File: src/rtl/alu_ram_sequencer.sv
// alu_ram_sequencer: one-command-at-a-time controller for a 16x8 register RAM
// (two combinational read ports, one write port) and an external ALU.
// Commands are LOAD, ALU, READ or illegal. Each command ends in one response.
module alu_ram_sequencer #(
  parameter int DATA_W = 8,
  parameter int ADDR_W = 4,
  parameter int OP_W   = 4
) (
  input  logic              clock,
  input  logic              reset_n,
  input  logic              cmd_valid,
  output logic              cmd_ready,
  input  logic [1:0]        cmd_kind,
  input  logic [OP_W-1:0]   cmd_op,
  input  logic [ADDR_W-1:0] cmd_src0,
  input  logic [ADDR_W-1:0] cmd_src1,
  input  logic [ADDR_W-1:0] cmd_dst,
  input  logic [DATA_W-1:0] cmd_imm,
  output logic              rsp_valid,
  input  logic              rsp_ready,
  output logic [DATA_W-1:0] rsp_data,
  output logic              rsp_err,
  output logic [ADDR_W-1:0] ram_addr0_read,
  output logic [ADDR_W-1:0] ram_addr1_read,
  input  logic [DATA_W-1:0] ram_data0_read,
  input  logic [DATA_W-1:0] ram_data1_read,
  output logic [ADDR_W-1:0] ram_addr_write,
  output logic [DATA_W-1:0] ram_data_write,
  output logic              ram_write_enable,
  output logic [DATA_W-1:0] alu_a,
  output logic [DATA_W-1:0] alu_b,
  output logic [OP_W-1:0]   alu_op,
  input  logic [DATA_W-1:0] alu_result
);

  localparam logic [1:0] K_LOAD = 2'b00;
  localparam logic [1:0] K_ALU  = 2'b01;
  localparam logic [1:0] K_READ = 2'b10;
  localparam logic [1:0] K_ILL  = 2'b11;

  typedef enum logic [2:0] {IDLE, FETCH, EXEC, WRITE, RESP} state_t;

  state_t              state_q, state_d;
  logic                ready_q;
  logic [1:0]          kind_q;
  logic [OP_W-1:0]     op_q;
  logic [ADDR_W-1:0]   raddr0_q, raddr1_q;
  logic [DATA_W-1:0]   opa_q, opb_q;
  logic [ADDR_W-1:0]   waddr_q;
  logic [DATA_W-1:0]   wdata_q;
  logic [DATA_W-1:0]   rdata_q;
  logic                rerr_q;
  logic                accept;

  // ready_q is only ever set while the FSM sits in IDLE, so it alone gates acceptance
  assign accept = cmd_valid && ready_q;

  assign cmd_ready      = ready_q;
  assign rsp_data       = rdata_q;
  assign rsp_err        = rerr_q;
  assign ram_addr0_read = raddr0_q;
  assign ram_addr1_read = raddr1_q;
  assign ram_addr_write = waddr_q;
  assign ram_data_write = wdata_q;
  assign alu_a          = opa_q;
  assign alu_b          = opb_q;
  assign alu_op         = op_q;

  // State register
  always_ff @(posedge clock or negedge reset_n) begin
    if (!reset_n) state_q <= IDLE;
    else          state_q <= state_d;
  end

  // Next-state decode plus write strobe and response valid
  always_comb begin
    state_d          = state_q;
    ram_write_enable = 1'b0;
    rsp_valid        = 1'b0;
    case (state_q)
      IDLE: if (accept) begin
        case (cmd_kind)
          K_LOAD:  state_d = WRITE;
          K_ALU:   state_d = FETCH;
          K_READ:  state_d = FETCH;
          default: state_d = RESP;
        endcase
      end
      FETCH: state_d = (kind_q == K_ALU) ? EXEC : RESP;
      EXEC:  state_d = WRITE;
      WRITE: begin
        ram_write_enable = 1'b1;
        state_d          = RESP;
      end
      RESP: begin
        rsp_valid = 1'b1;
        if (rsp_ready) state_d = IDLE;
      end
      default: state_d = IDLE;
    endcase
  end

  // cmd_ready is registered so it stays low in reset and rises one edge later
  always_ff @(posedge clock or negedge reset_n) begin
    if (!reset_n) ready_q <= 1'b0;
    else          ready_q <= (state_d == IDLE);
  end

  // Datapath: capture command on acceptance, operands in FETCH, result in EXEC
  always_ff @(posedge clock or negedge reset_n) begin
    if (!reset_n) begin
      kind_q   <= K_LOAD;
      op_q     <= '0;
      raddr0_q <= '0;
      raddr1_q <= '0;
      opa_q    <= '0;
      opb_q    <= '0;
      waddr_q  <= '0;
      wdata_q  <= '0;
      rdata_q  <= '0;
      rerr_q   <= 1'b0;
    end else begin
      case (state_q)
        IDLE: if (accept) begin
          kind_q <= cmd_kind;
          rerr_q <= (cmd_kind == K_ILL);
          if (cmd_kind == K_ALU) op_q <= cmd_op;
          if (cmd_kind == K_ALU || cmd_kind == K_READ) begin
            raddr0_q <= cmd_src0;
            raddr1_q <= cmd_src1;
          end
          if (cmd_kind == K_LOAD || cmd_kind == K_ALU) waddr_q <= cmd_dst;
          if (cmd_kind == K_LOAD) wdata_q <= cmd_imm;
          if (cmd_kind == K_ILL)  rdata_q <= '0;
        end
        // Operands are latched before any write, so dst may alias a source
        FETCH: begin
          if (kind_q == K_ALU) begin
            opa_q <= ram_data0_read;
            opb_q <= ram_data1_read;
          end else begin
            rdata_q <= ram_data0_read;
          end
        end
        EXEC:  wdata_q <= alu_result;
        WRITE: rdata_q <= wdata_q;
        default: ;
      endcase
    end
  end

endmodule
File: config.mk
export PLATFORM = sky130hd
export DESIGN_NAME = alu_ram_sequencer
export DESIGN_NICKNAME = d
export VERILOG_FILES = /design/src/rtl/alu_ram_sequencer.sv
export SDC_FILE = /design/constraint.sdc
export NUM_CORES = 1
export LEC_CHECK = 0
export CORE_ASPECT_RATIO = 2
export CORE_MARGIN = 5
export CORE_UTILIZATION = 50
export DETAILED_ROUTE_END_ITERATION = 7
export DONT_BUFFER_PORTS = 1
export RECOVER_POWER = 100
export SETUP_SLACK_MARGIN = 0.2
export SYNTH_ARGS = -nofsm -noshare
export SYNTH_HDL_FRONTEND = slang
export SYNTH_SLANG_ARGS = --single-unit
export TNS_END_PERCENT = 20
File: constraint.sdc
create_clock -name clock -period 2.75 [get_ports clock]
set_clock_uncertainty 0.15 [all_clocks]
set_input_delay 0.825 -clock clock [delete_from_list [all_inputs] [get_ports clock]]
set_output_delay 0.825 -clock clock [all_outputs]
set_load 0.02 [all_outputs]
==> out/qor.txt <==
Status -> finished clean
Setup violations, final -> 0
Post-Synthesis Cells -> 172
H-tree depth -> 2
Via count -> 1,371
Final Hold Fails -> 0
Fin crit period -> 2540 ps
Post-synth cell types -> 33
Met3 wire len -> 411 µm
Slew Limit Fails -> 0
Top_reg_cell synth -> dfrtp_1
Reg area -> 1380 µm²
Critical path data arrival time -> 2570 ps
Synthesized area -> 2590 µm²
Routed Antenna Nets -> 0
Largest area contributor in the netlist -> dfrtp_1
Leakage Power -> 1.14 nW
Wire per inst -> 22.1 µm
Initial Utilization -> 0.508
Die Wd -> 60.9 µm
Share of cells above drive strength 1 -> 0.296
Drt via density -> 5.78
Max cap viols -> 0
Die ar. -> 6800 µm²
Worst relative slew slack -> 0.191
Clock buffer depth -> 2
Grt total ovfl -> 0
CTS Buf Count -> 5
Top post-synthesis cells by area -> dfrtp_1, mux2_2, mux2_4
Total Routing Usage GR -> 0.163
RSZ-0062 raised after global routing -> false
Synth Register Bits -> 55
Port-buffer cells -> 0
Pwr/cell area -> 1280 nW/µm²
DRC -> 0
Worst-margin pin slew -> 1210 ps
Initial antenna violation count -> 0
Clock tree from TritonCTS -> yes
Number of synthesized flops with an enable pin -> 0
Worst hold path type -> in -> async
Clock Latency Late Sink -> 300 ps
I/O pins -> 106
DP Cell Count -> 229
WS Path Type -> reg -> reg
Top layer in use -> met4
Clock Pin Slew Worst Setup and Hold Paths -> 90 ps
First-pass GRT wire length -> 8360 µm
Vias in the first global route -> 1,598
Metal-1 WL -> 1620 µm
Syn nets -> 229
Post-CTS setup buffer count -> 0
Die H -> 112 µm
# diodes -> 0
HPWL after DPL -> 4130 µm
Largest net degree at the start of global routing -> 56
Seq/Total Area, Yosys -> 0.532
Async SR Flop Fraction -> 1.00
Root Buffer -> clkbuf_8
Area delta synth->final -> 0.773%
Maximum vdd drop -> 0.000626 V
Rows -> 37
Metal2 WL -> 3120 µm
Worst Path Max Fanout -> 9
Area taken by multi-input logic gates -> 1030 µm²
NumNets Final -> 235
Cts-stage hold buffer count -> 0
Initial DRC Count -> 29
Crit path largest cell delay -> 1000 ps
Clk sinks -> 55
Worst setup SP type -> register
Setup TNS -> 0 ps
Share of the synthesized area in the top cell type -> 0.532
Req. time, crit path -> 2790 ps
Non-Filler Instances -> 237
Worst path cell trace -> nand4bb_1 > o22ai_1 > mux2_1
TritonRoute pass-1 iters -> 2
# resized after CTS -> 0
Mean Syn Cell Area -> 15.1 µm²
Final Cycle Share -> 0.923
Yosys warning count -> 0
Fmax -> 394 MHz
Fill cell count -> 472
CP max-delay cell -> o22ai_1
Core footprint -> 5090 µm²
Final WL -> 5230 µm
CP Capture Type -> register
GPL Wtd Cong -> 0.706
==> critical path, delay by kind of cell (launching register included) <==
family / cells / cell delay (ps)
compound gates: 1 / 1000
mux: 1 / 400
flops: 1 / 480
simple gates: 1 / 380
==> Yosys cell counts (all sizes together), types with 2 or more instances <==
library cell  instances
ha                    3
nand3                 2
nor3b                 2
mux2                 58
o21ai                 3
mux2i                 8
dfrtp                55
inv                   4
nor2                 11
buf                   6
nand2b                3
nor3                  3
==> power by group <==
part           total [W]  internal [W]  switching (W)
logic           0.000902      0.000536       0.000366
registers        0.00201       0.00121       0.000799
clock network   0.000419      0.000179       0.000240
==> flip-flops by register name, indices dropped and copies added, names as in the netlist <==
| name | cells |
|---|---|
| alu_a | 8 |
| alu_b | 8 |
| alu_op | 4 |
| cmd_ready | 1 |
| kind_q | 2 |
| ram_addr0_read | 4 |
| ram_addr1_read | 4 |
| ram_addr_write | 4 |
| ram_data_write | 8 |
| rsp_data | 8 |
| rsp_err | 1 |
| state_q | 3 |
==> cells in the final DEF (no fill, tap or decap), drive strengths merged <==
cell type,Yosys,layout
nor3,3,3
dfrtp,55,55
o221ai,1,1
or2,1,1
clkinv,0,1
nand2b,3,3
and4bb,1,1
nand2,1,1
and3,1,1
buf,6,3
and2,1,1
nand3,2,2
nand4bb,1,1
nand3b,1,1
a31oi,1,1
inv,4,4
o21ai,3,3
a211oi,1,1
a21o,1,1
mux2i,8,8
nor2b,1,1
a2111oi,1,1
clkbuf,0,9
nor2,11,11
mux2,58,58
o22ai,1,1
ha,3,3
nor3b,2,2
==> metrics by stage <==
| step | power, W | cell area, µm² | util | setup WS (ps) | hold WS, ps |
|---|---|---|---|---|---|
| after detailed placement | 0.00314 | 2650 | 0.520 | 585 | 362 |
| after global routing | 0.00354 | 2610 | 0.512 | 121 | 28.4 |
| after global placement | 0.00309 | 2650 | 0.520 | 613 | 347 |
| after floorplan | 0.00289 | 2590 | - | 579 | 332 |
| final | 0.00333 | 2610 | 0.512 | 212 | 54.6 |
| after CTS | 0.00357 | 2730 | 0.536 | 296 | 39.5 |
==> per-layer routing <==
metal | global-route usage | up-vias
met3 | 0.0522 | 6
met5 | 0 | -
met1 | 0.171 | 692
met4 | 0.0521 | 0
met2 | 0.292 | 54
li1 | - | 619
==> kinds of logic (layout without fill, tap and decap cells) <==
logic type,Yosys count,in the layout,synth area share
muxes,66,66,0.309
buffers and inverters,10,17,0.0256
adders and majority gates,3,3,0.0145
DFF,55,55,0.532
AOI/OAI and AO/OA,9,9,0.0309
and+or+nand+nor,29,29,0.0880
==> cell type report <==
cell class | instances | share of cell area
flip-flops and latches | 55 | 0.528
multi-input cells | 107 | 0.396
clock buffers | 7 | 0.0293
well taps | 58 | 0.0278
repair buffers | 5 | 0.0115
inverters | 4 | 0.00576
clock inverters | 1 | 0.00192
==> final timing paths <==
check	startpoint	end	slack [ps]	depth (start not counted)
worst max-delay path	state_q[0]	rsp_data[5]	210	3
worst min-delay path	reset_n	alu_a[6]	50	0
worst max register to register	state_q[0]	rsp_data[5]	210	3
worst min register to register	kind_q[0]	kind_q[0]	370	1
max in group asynchronous	reset_n	ram_addr_write[0]	2300	0
min in group clock	kind_q[0]	kind_q[0]	370	1
Note: power is estimated with default switching activity, not from simulation.
